[config.mk]
export PLATFORM = sky130hd
export DESIGN_NAME = quot_ascii_tx_flat
export DESIGN_NICKNAME = d
export VERILOG_FILES = /design/src/rtl/quot_ascii_pkg.sv /design/src/rtl/quot_ascii_tx_if.sv /design/src/rtl/quot_ascii_tx_bin2bcd_seq.sv /design/src/rtl/quot_ascii_tx.sv /design/src/flat_wrapper.sv
export SDC_FILE = /design/constraint.sdc
export NUM_CORES = 1
export LEC_CHECK = 0
export BUFFER_PORTS_ARGS = -buffer_cell sky130_fd_sc_hd__clkbuf_2
export CORE_UTILIZATION = 45
export CTS_CLUSTER_SIZE = 40
export DETAILED_ROUTE_END_ITERATION = 8
export SYNTH_ARGS = -nofsm -noshare
export SYNTH_HDL_FRONTEND = slang
export SYNTH_SLANG_ARGS = --single-unit
[constraint.sdc]
create_clock -name clk -period 2.7 [get_ports clk]
set_input_delay 0.27 -clock clk [delete_from_list [all_inputs] [get_ports clk]]
set_output_delay 0.27 -clock clk [all_outputs]
set_load 0.1 [all_outputs]
[src/rtl/quot_ascii_pkg.sv]
// Shared state encoding, ASCII constants and default digit count for quot_ascii_tx.
package quot_ascii_pkg;

    localparam int DIGITS_DEFAULT = 5;

    typedef enum logic [2:0] {IDLE, CONV, SEND, CR, LF} state_e;

    localparam logic [7:0] ASCII_ZERO = 8'h30;
    localparam logic [7:0] ASCII_CR   = 8'h0D;
    localparam logic [7:0] ASCII_LF   = 8'h0A;

endpackage

[src/rtl/quot_ascii_tx_if.sv]
// Word-in / byte-out handshake bundle; slave is the converter, master the environment.
interface quot_ascii_tx_if #(
    parameter int N = 16
);
    logic [N-1:0] in_data;
    logic         in_valid;
    logic         in_ready;
    logic [7:0]   tx_data;
    logic         tx_valid;
    logic         tx_ready;
    logic         done;

    modport master (
        output in_data, in_valid, tx_ready,
        input  in_ready, tx_data, tx_valid, done
    );

    modport slave (
        input  in_data, in_valid, tx_ready,
        output in_ready, tx_data, tx_valid, done
    );
endinterface

[src/rtl/quot_ascii_tx_bin2bcd_seq.sv]
// Sequential double-dabble: after i_start, N shift-add-3 steps run one per cycle.
module bin2bcd_seq #(
    parameter int N      = 16,
    parameter int DIGITS = 5
) (
    input  logic                clk,
    input  logic                rst,
    input  logic                i_start,
    input  logic [N-1:0]        i_bin,
    output logic                o_busy,
    output logic                o_last,
    output logic [4*DIGITS-1:0] o_bcd
);
    localparam int CW = $clog2(N + 1);

    logic [N-1:0]        r_bin;
    logic [4*DIGITS-1:0] r_bcd;
    logic [CW-1:0]       r_cnt;
    logic [4*DIGITS-1:0] w_adj;

    always_comb begin
        w_adj = r_bcd;
        for (int d = 0; d < DIGITS; d++) begin
            if (r_bcd[4*d +: 4] >= 4'd5)
                w_adj[4*d +: 4] = r_bcd[4*d +: 4] + 4'd3;
        end
    end

    always_ff @(posedge clk) begin
        if (rst) begin
            r_bin <= '0;
            r_bcd <= '0;
            r_cnt <= '0;
        end else if (i_start) begin
            r_bin <= i_bin;
            r_bcd <= '0;
            r_cnt <= CW'(N);
        end else if (o_busy) begin
            r_bcd <= (w_adj << 1) | {{(4*DIGITS-1){1'b0}}, r_bin[N-1]};
            r_bin <= r_bin << 1;
            r_cnt <= r_cnt - 1'b1;
        end
    end

    assign o_busy = (r_cnt != '0);
    assign o_last = (r_cnt == CW'(1));
    assign o_bcd  = r_bcd;
endmodule

[src/rtl/quot_ascii_tx.sv]
// Quotient-to-ASCII transmitter: binary word in, decimal digits then CR LF out.
// Define QUOT_ZERO_SUPPRESS_EN to skip leading zero digits (value 0 still prints "0").
module quot_ascii_tx
    import quot_ascii_pkg::*;
#(
    parameter int N      = 16,
    parameter int DIGITS = DIGITS_DEFAULT
) (
    input  logic           clk,
    input  logic           rst,
    quot_ascii_tx_if.slave bus
);
    localparam int IW = (DIGITS > 1) ? $clog2(DIGITS) : 1;

    localparam logic [2:0] ST_IDLE = 3'(IDLE);
    localparam logic [2:0] ST_CONV = 3'(CONV);
    localparam logic [2:0] ST_SEND = 3'(SEND);
    localparam logic [2:0] ST_CR   = 3'(CR);
    localparam logic [2:0] ST_LF   = 3'(LF);

    logic [2:0]          r_state;
    logic                r_in_ready;
    logic                r_done;
    logic [IW-1:0]       r_idx;
    logic [IW-1:0]       w_idx;
    logic [3:0]          w_nib;
    logic [7:0]          w_tx_data;
    logic [4*DIGITS-1:0] w_bcd;
    logic                w_accept;
    logic                w_busy;
    logic                w_last;

    assign w_accept = bus.in_valid & r_in_ready;

    bin2bcd_seq #(.N(N), .DIGITS(DIGITS)) u_conv (
        .clk     (clk),
        .rst     (rst),
        .i_start (w_accept),
        .i_bin   (bus.in_data),
        .o_busy  (w_busy),
        .o_last  (w_last),
        .o_bcd   (w_bcd)
    );

`ifdef QUOT_ZERO_SUPPRESS_EN
    // Clamp the digit index to the top nonzero digit; only the first SEND cycle is affected.
    logic [IW-1:0] w_hi;
    always_comb begin
        w_hi = '0;
        for (int d = 1; d < DIGITS; d++) begin
            if (w_bcd[4*d +: 4] != 4'h0) w_hi = IW'(d);
        end
        w_idx = (r_idx < w_hi) ? r_idx : w_hi;
    end
`else
    assign w_idx = r_idx;
`endif

    always_comb begin
        w_nib = '0;
        for (int d = 0; d < DIGITS; d++) begin
            if (IW'(d) == w_idx) w_nib = w_bcd[4*d +: 4];
        end
        case (r_state)
            ST_SEND: w_tx_data = ASCII_ZERO + {4'h0, w_nib};
            ST_CR:   w_tx_data = ASCII_CR;
            ST_LF:   w_tx_data = ASCII_LF;
            default: w_tx_data = 8'h00;
        endcase
    end

    always_ff @(posedge clk) begin
        if (rst) begin
            r_state    <= ST_IDLE;
            r_in_ready <= 1'b0;
            r_done     <= 1'b0;
            r_idx      <= '0;
        end else begin
            r_done <= 1'b0;
            case (r_state)
                ST_IDLE: begin
                    r_in_ready <= ~w_accept;
                    if (w_accept) r_state <= ST_CONV;
                end
                ST_CONV: begin
                    if (w_last || !w_busy) begin
                        r_state <= ST_SEND;
                        r_idx   <= IW'(DIGITS - 1);
                    end
                end
                ST_SEND: begin
                    if (bus.tx_ready) begin
                        if (w_idx == '0) r_state <= ST_CR;
                        else             r_idx   <= w_idx - 1'b1;
                    end
                end
                ST_CR: begin
                    if (bus.tx_ready) r_state <= ST_LF;
                end
                ST_LF: begin
                    if (bus.tx_ready) begin
                        r_state    <= ST_IDLE;
                        r_done     <= 1'b1;
                        r_in_ready <= 1'b1;
                    end
                end
                default: r_state <= ST_IDLE;
            endcase
        end
    end

    assign bus.in_ready = r_in_ready;
    assign bus.tx_valid = (r_state == ST_SEND) || (r_state == ST_CR) || (r_state == ST_LF);
    assign bus.tx_data  = w_tx_data;
    assign bus.done     = r_done;
endmodule

[src/flat_wrapper.sv]
// flat-port wrapper written by rule: the top's interface ports become plain ports
module quot_ascii_tx_flat import quot_ascii_pkg::*;
#(
    parameter int N      = 16,
    parameter int DIGITS = DIGITS_DEFAULT
)
  (clk, rst, bus_in_data, bus_in_valid, bus_tx_ready, bus_in_ready, bus_tx_data, bus_tx_valid, bus_done);
  quot_ascii_tx_if #(.N(N)) bus_i ();
  input  logic clk;
  input  logic rst;
  input wire logic [$bits(bus_i.in_data)-1:0] bus_in_data;
  input wire logic [$bits(bus_i.in_valid)-1:0] bus_in_valid;
  input wire logic [$bits(bus_i.tx_ready)-1:0] bus_tx_ready;
  output wire logic [$bits(bus_i.in_ready)-1:0] bus_in_ready;
  output wire logic [$bits(bus_i.tx_data)-1:0] bus_tx_data;
  output wire logic [$bits(bus_i.tx_valid)-1:0] bus_tx_valid;
  output wire logic [$bits(bus_i.done)-1:0] bus_done;
  assign bus_i.in_data = bus_in_data;
  assign bus_i.in_valid = bus_in_valid;
  assign bus_i.tx_ready = bus_tx_ready;
  assign bus_in_ready = bus_i.in_ready;
  assign bus_tx_data = bus_i.tx_data;
  assign bus_tx_valid = bus_i.tx_valid;
  assign bus_done = bus_i.done;
  quot_ascii_tx #(.N(N), .DIGITS(DIGITS)) u_core (.clk(clk), .rst(rst), .bus(bus_i));
endmodule
; ---- After elaboration in Yosys (flattened, before gate mapping)
; Index checks and enable logic that the tools add are counted.
[op_classes]
n_addsub = 8
n_lt_le_gt_ge = 5
n_eq_ne = 16
n_mux = 29
n_bitwise = 4
reduce_logical = 15
[op_table]
columns = cell, count
row1 = $mux W4, 9
row2 = $mux W16, 2
row3 = $mux W3, 10
row4 = $pmux W8 S3, 1
row5 = $ge A4 B3 Y1 const B, 5
row6 = $or A20 B1 Y20, 1
row7 = $add A4 B2 Y4 const B, 4
row8 = $pmux W3 S5, 1
row9 = $mux W5, 2
row10 = $ne A2 B2 Y1 const B, 4
row11 = $add A6 B4 Y7 const A, 1
row12 = $eq A2 B3 Y1 const A, 2
row13 = $eq A3 B2 Y1 const B, 2
row14 = $logic_not A3 Y1, 2
row15 = $ne A2 B1 Y1 const B, 3
row16 = $pmux W3 S2, 1
row17 = $reduce_and A6 Y1, 1
row18 = $reduce_bool A2 Y1, 3
row19 = $eq A5 B1 Y1 const B, 1
row20 = $reduce_bool A5 Y1, 1
row21 = $sub A5 B1 Y5 const B, 1
row22 = $reduce_and A4 Y1, 1
row23 = $reduce_or A2 Y1, 2
row24 = $add A3 B2 Y3 const B, 1
row25 = other kinds (12), 16
[totals]
regBits = 49
inputBits = 20
output_inout_bits = 11
word_cells = 85

; ---- Logic depth before layout (Yosys ltp)
; Gate-level depths: netlist of the first run.
[logic_depth]
ltp_word = 8
ltp_mapped = 8
ltp_nobuf = 6

; ---- Modules after synthesis
; From an unflattened synthesis of the first run, not the netlist that was laid out.
[unflattened]
cells_unflattened = 346
hier_area_um2 = 2974.1
[by_module_without_submodules]
columns = mod, instances, cells_per_inst, area_each_um2, seq_area_each_um2
row1 = bin2bcd_seq, 1, 239, 2152.1, 820.8
row2 = quot_ascii_tx, 1, 107, 822.0, 160.2

; ---- Least setup slack after synthesis of the first run
; Ideal clock, no wire load.
[synth_timing]
path_type = flip-flop to output port
from = reg u_core.r_idx[0]
to = out bus_tx_data[1]
arrival_time_ns = 4.173
required_time_ns = 2.430
setup_slack_ns = -1.743
path_stages_with_launch = 8
n_path_buf = 1
cell_sequence = dfxtp_1 inv_1 ha_1 buf_2 inv_1 o31ai_1 a221oi_1 o41ai_1
[synth_between]
elab_chain_len = 8
elab_cells_between_ends = 12
classes_between = add/sub: 1 / eq/ne: 4 / mux: 6 / reduce/logical: 1
[synth_lines]
columns = item, line
row1 = "start, declared", quot_ascii_tx.sv:24  ; logic [IW-1:0] r_idx;
row2 = "start signal, assigned", quot_ascii_tx.sv:88  ; r_idx <= IW'(DIGITS - 1);
row3 = "start signal, assigned", quot_ascii_tx.sv:94  ; else r_idx <= w_idx - 1'b1;
row4 = $logic_not A3 Y1, quot_ascii_tx.sv:62  ; if (IW'(d) == w_idx) w_nib = w_bcd[4*d +: 4];
row5 = $mux W4 (4 in series), quot_ascii_tx.sv:62
row6 = $mux W4 *, quot_ascii_tx.sv:62
row7 = $add A6 B4 Y7 *, quot_ascii_tx.sv:65  ; ST_SEND: w_tx_data = ASCII_ZERO + {4'h0, w_nib};
row8 = $pmux W8 S3 *, quot_ascii_tx.sv:64  ; case (r_state)
row9 = "end, declared", flat_wrapper.sv:15  ; output wire logic [$bits(bus_i.tx_data)-1:0] bus_tx_data;
; Every way passes the cells marked *; elsewhere a longest branch is shown, timed or not.

; ---- Final worst setup path of the first run
; Ends and elaborated chain as after synthesis.

==> impl_metrics.tcl, run 1 <==
set metrics [dict create \
    numCtsBuffers 5 \
    port_buffers 28 \
    leakage_nw 1.184 \
    area_delta_synth_final_pct 10.82 \
    grt_max_degree 39 \
    required_ps 2430 \
    clk_pin_slew_ps 90 \
    postRouteAntennaNets 0 \
    top_layer "met4" \
    rsz0062_at_grt "no" \
    dpl_cell_area_mm2 0.002934 \
    cts_max_path_buffers 2 \
    n_antenna_cell 0 \
    rrSetupSlack_ps 740 \
    synthFlopType "dfxtp_1" \
    p_sw_share_pct 45.80 \
    internal-power_w 0.001598 \
    finalWeightedCongestion 0.8239 \
    synthXorXnorAreaFrac_pct 3.500 \
    synth_compound_area_share_pct 19.45 \
    critical-path-slowest-cell "dfxtp_1" \
    clock-sinks 49 \
    netlist.area_leader.share_pct 35.64 \
    p_comb_share_pct 45.6 \
    dr.pass1.iters 5 \
    ios 31 \
    route.detailed.drc 0 \
    via_count 2382 \
    start_util_pct 46.49 \
    grt_antenna_before_repair 0 \
    cp_common_cell "inv_1" \
    clockRootBuffer "clkbuf_8" \
    num-nets-final 397 \
    post-route-min-period_ps 2448 \
    cts_max_level 2 \
    synth_common_cells "50 x nand2_1, 49 x dfxtp_1, 37 x nor2_1, 24 x a21oi_1" \
    die_h_um 80.21 \
    syn_avg_cell_area_um2 8.072 \
    drv_slew 0 \
    yosysMostFrequentCell "nand2_1" \
    skew_ps 14.19 \
    muxShareOfSynthArea_pct 0.3636 \
    seqPwrFrac_pct 36.3 \
    clkPwrFrac_pct 18.1 \
    utilization_pct 51.52 \
    routed_wl_mm 5.882 \
    wl_met1_mm 3.095 \
    clock_latency_ps 300 \
    wl_met2_mm 2.574 \
    slew_headroom_pct 64.13 \
    fin_area_mm2 0.003050 \
    synthAdderAreaFrac_pct 7.727 \
    detail_route.vias_per_cell 5.463 \
    cpPeakStageDelay_ps 350 \
    crit_chain "inv_1 > ha_1 > inv_1 > o31ai_1 > a221oi_1 > o41ai_4 > buf_6" \
    instances_no_fill 436 \
    grt_overflow 0 \
    yosys-top-cells-area "dfxtp_1 36%, ha_1 7.7%, nand2_1 6.8%, a311oi_1 5.4%, nor2_1 5.0%" \
    cap_violations 0 \
    critical_path_buf_inv_count 3 \
    synth_seq_cells 49 \
    drive_gt1_share_pct 15.51 \
    run_status "finished, final reports clean" \
    p_sw_w 0.001351 \
    dpl.cell_count 428 \
    die_area_mm2 0.006434 \
    hp-class "primary input to flip-flop" \
    setup_tns_ps 0 \
    synth_top_family_by_area "simple AND/OR/NAND/NOR gates" \
    wl_per_cell_um 13.49 \
    powerDensity_mw_per_mm2 966.9 \
    yosysWarnings 0 \
    row_count 28 \
    async_flop_share_pct 0 \
    grt_pass1_vias 2086 \
    crit_family "compound AO/OA/AOI/OAI gates" \
    grt_use_total_pct 19.87 \
    worst_setup_path_start_kind "flip-flop" \
    synth_area_mm2 0.002753 \
    cts_tree "yes" \
    synth_cell_types 43 \
    crit_fanout 9 \
    met3_wirelength_um 192 \
    clock.fmax_mhz 408.6 \
    peakVddDrop_uv 465.0 \
    die_x_um 80.21 \
    critPathKind "flip-flop to primary output" \
    cp_data_arrival_time_ps 2180 \
    hold_viol_final 0 \
    finalCritPeriodShare_pct 90.65 \
    grt_pass1_wl_mm 10.08 \
    tightest_slew_ps 540.4 \
    drt_iter0_drc 140 \
    core_mm2 0.005921 \
    yosys.area.top_type "dfxtp_1" \
    place_hpwl_mm 4.076 \
    syn_inst 341 \
    hold_slack_ps 216.0 \
    hold_buffers 0 \
    synth_seq_area_share_pct 35.64 \
    yosys.area_share.simple_pct 26.73 \
    synth_edf_count 0 \
    setup_viol 0 \
    cp-end-kind "primary output" \
]
## layout by cell type, fill, tap and decap left out, types with 2 or more instances in the layout
cell | Yosys | layout
ha_1 | 17 | 17
a22o_1 | 5 | 5
conb_1 | 1 | 2
nor2b_1 | 2 | 2
inv_1 | 16 | 16
a311oi_1 | 17 | 17
nand3b_1 | 2 | 2
o22ai_1 | 2 | 2
nor4_2 | 5 | 5
o31ai_1 | 2 | 2
and3_4 | 4 | 4
nand3_1 | 13 | 13
nor2_1 | 37 | 36
or3_1 | 3 | 3
a21o_1 | 4 | 4
dfxtp_1 | 49 | 49
nand2_1 | 50 | 50
a21oi_1 | 24 | 24
nand2b_1 | 10 | 10
o21ai_0 | 15 | 14
a211oi_1 | 4 | 4
nor3b_1 | 2 | 2
clkbuf_2 | 0 | 27
clkbuf_8 | 0 | 5
nor3_1 | 8 | 8
buf_4 | 3 | 5
nor4_1 | 2 | 2
xnor2_1 | 11 | 11
## power groups by stage
stage                     Sequential, W  Clock [W]  Combinational, W
after global routing            0.00110   0.000580           0.00152
after CTS                       0.00107   0.000549           0.00136
after global placement          0.00109          0           0.00134
after floorplan                 0.00105          0           0.00114
after detailed placement        0.00109          0           0.00135
final                           0.00107   0.000534           0.00134
## final cells by class
type,instances,area [um2]
Multi-Input combinational cell,255,1619
Fill cell,578,2870
Sequential cell,49,980.9
Clock buffer,5,68.82
Timing Repair Buffer,33,183.9
Clock inverter,3,43.79
Inverter,16,60.06
Tap cell,75,93.84
## state kept, by name (all words and copies together), names as in the netlist
signal               count
u_core.u_conv.o_bcd     20
u_core.bus.done          1
u_core.bus.in_ready      1
u_core.u_conv.r_cnt      5
u_core.u_conv.r_bin     16
u_core.r_idx             3
u_core.r_state           3
## metal layers
layer,vias to the layer above,track usage (%)
li1,1228,-
met1,1110,28.60
met2,42,30.94
met3,2,3.636
met4,0,3.750
met5,-,0
## tightest hold or removal path: stages
cell,delay [ps]
clkbuf_2,80
nand3_1,70
a21oi_1,60
## final timing paths
kind	startpoint	to	cells after the start
min reg2reg	u_core.u_conv.r_bin[15]	u_core.u_conv.o_bcd[0]	2
max reg2reg	u_core.u_conv.r_cnt[0]	u_core.u_conv.r_bin[11]	7
max	u_core.r_idx[0]	bus_tx_data[1]	7
min	bus_in_data[0]	u_core.u_conv.r_bin[0]	3
## per-stage QoR
stage	total power (W)	worst slack, ps
floorplan	0.002194	-76.93
global placement	0.002428	619.8
detailed placement	0.002433	570.2
CTS	0.002976	215.3
global route	0.003202	44.23
finish	0.002949	252.3
## cell families (layout without fill, tap and decap cells)
family          count (synthesis)  in the layout
compound gates                 80             80
simple gates                  144            144
buf+inv                        38             57
flops                          49             49
xor+xnor                       11             11
fa+ha+maj                      17             17
mux                             1              1
other cells                     1              2
## repair_timing
| item | CTS | global route |
|---|---|---|
| gates resized for setup | 0 | 1 |
| setup buffers | 0 | 0 |
| setup endpoints to repair | 0 | 1 |
(Power assumes the default switching activity.)
==> inputs of run 2 (changes only) <==
- CORE_ASPECT_RATIO: unset -> 1.25
==> impl_metrics.tcl, run 2 (synthesis results as in run 1) <==
set metrics [dict create \
    run_status "finished, final reports clean" \
    hp-class "primary input to flip-flop" \
    port_buffers 28 \
    met3_wirelength_um 205 \
    fin_ws_ps 257.0 \
    clockRootBuffer "clkbuf_8" \
    leakage_nw 1.172 \
    area_delta_synth_final_pct 10.41 \
    grt_overflow 0 \
    detail_route.vias_per_cell 5.361 \
    seqPwrFrac_pct 37.6 \
    grt_pass1_vias 2174 \
    rr_startpoint "u_core.u_conv.r_cnt[0]" \
    cp_data_arrival_time_ps 2170 \
    worstHoldStart "bus_in_data[0]" \
    drive_gt1_share_pct 15.51 \
    n_antenna_cell 0 \
    powerDensity_mw_per_mm2 936.8 \
    postRouteAntennaNets 0 \
    drt_iter0_drc 137 \
    via_count 2375 \
    core_mm2 0.005857 \
    hold_end "u_core.u_conv.r_bin[0]" \
    route.detailed.drc 0 \
    wl_met2_mm 2.888 \
    rsz0062_at_grt "no" \
    wl_per_cell_um 13.24 \
    top_layer "met4" \
    r2r-end "u_core.u_conv.o_bcd[5]" \
    die_x_um 71.96 \
    skew_ps 8.161 \
    tightest_slew_ps 539.5 \
    start_util_pct 47.00 \
    largest_reg_flops 20 \
    clk_pin_slew_ps 90 \
    final_common_cell "nand2_1" \
    die_h_um 89.45 \
    wl_met1_mm 2.585 \
    routed_wl_mm 5.866 \
    dp_slack_ps 522.3 \
    clock_latency_ps 290 \
    cap_violations 0 \
    required_ps 2430 \
    cts_max_path_buffers 2 \
    grt_pass1_wl_mm 9.942 \
    p_sw_share_pct 46.33 \
    drv_slew 0 \
    reg2regPathDepth 6 \
    crit_fanout 8 \
    cts_tree "yes" \
    power_w 0.002847 \
    clock.fmax_mhz 409.3 \
    p_sw_w 0.001319 \
    dr.pass1.iters 4 \
    grt_max_degree 39 \
    place_hpwl_mm 4.099 \
    cp-end-kind "primary output" \
    internal-power_w 0.001528 \
    num-nets-final 398 \
    clock-sinks 49 \
    ios 31 \
    worst_setup_path_start_kind "flip-flop" \
    post-cts-setup-buffer-count 0 \
    grt_use_total_pct 19.58 \
    cts_max_level 2 \
    layout_common_cells "50 x nand2_1, 49 x dfxtp_1, 36 x nor2_1" \
    peakVddDrop_uv 555.0 \
    hold_viol_final 0 \
    row_count 31 \
    critical-path-slowest-cell "a221oi_1" \
    setup_viol 0 \
    p_comb_share_pct 47.2 \
    critPathKind "flip-flop to primary output" \
    whs_path_depth 3 \
    crit_start "u_core.r_idx[0]" \
    finalCritPeriodShare_pct 90.48 \
    die_area_mm2 0.006436 \
    numCtsBuffers 5 \
    clkPwrFrac_pct 15.2 \
    rrSetupSlack_ps 760 \
    slew_headroom_pct 63.98 \
    crit_chain "inv_1 > ha_1 > a21oi_1 > o31ai_1 > a221oi_1 > o41ai_4 > buf_4" \
    grt_antenna_before_repair 0 \
    finalWeightedCongestion 0.8123 \
    post-route-min-period_ps 2443 \
    cpPeakStageDelay_ps 480 \
]
-- run 2: cell count changes in the layout (fill, tap and decap cells not counted), sizes merged --
cell,change
buf,+1
clkbuf,+2
bufinv,-1
inv,-1
clkinv,-1
-- run 2: power groups by stage --
| stage | Sequential [W] | Combinational (W) | Clock, W |
|---|---|---|---|
| finish | 0.00107 | 0.00134 | 0.000434 |
| global route | 0.00110 | 0.00151 | 0.000478 |
| CTS | 0.00107 | 0.00136 | 0.000453 |
| detailed placement | 0.00109 | 0.00136 | 0 |
| global placement | 0.00108 | 0.00135 | 0 |
| floorplan | 0.00105 | 0.00114 | 0 |
-- run 2: worst max-delay path by stage --
stage                          end  slack [ps]  depth (start not counted)
global route        bus_tx_data[1]          70                          7
detailed placement  bus_tx_data[1]         520                          7
global placement    bus_tx_data[1]         610                          7
floorplan           bus_tx_data[2]         -80                          6
finish              bus_tx_data[1]         260                          7
CTS                 bus_tx_data[1]         180                          7
-- run 2: critical path: cells and delay by family, from the launching register on --
| kind | cells | cell delay [ps] |
|---|---|---|
| AOI/OAI and AO/OA | 4 | 820 |
| DFF | 1 | 400 |
| buffers and inverters | 2 | 360 |
| adders and majority gates | 1 | 300 |
-- run 2: routing by layer --
metal / up-vias / GRT usage (%)
li1: 1223 / -
met1: 1087 / 22.99
met2: 48 / 34.48
met3: 17 / 3.833
met4: 0 / 9.091
met5: - / 0
-- run 2: layout make-up --
| type | count | area [um2] |
|---|---|---|
| clock buffer | 7 | 86.33 |
| tap | 82 | 102.6 |
| timing repair buffer | 34 | 187.7 |
| sequential | 49 | 980.9 |
| fill | 599 | 2818 |
| inverter | 16 | 60.06 |
| multi-input combinational | 255 | 1622 |
-- run 2: repair_timing --
item	in CTS	in global routing
endpoints found under the setup margin	0	1
gates resized for setup	0	1
hold buffers	0	0
-- run 2: per-stage QoR --
stage | setup TNS [ps] | cell area, um2 | util, % | hold WS (ps) | cells
after CTS | 0 | 3037 | 51.85 | 216.6 | 443
after global placement | 0 | 2950 | 50.37 | 446.8 | 436
after global routing | 0 | 3039 | 51.89 | 237.8 | 443
final | 0 | 3039 | 51.89 | 223.1 | 443
after detailed placement | 0 | 2950 | 50.37 | 450.1 | 436
after floorplan | -202.0 | 2778 | - | 402.4 | 342
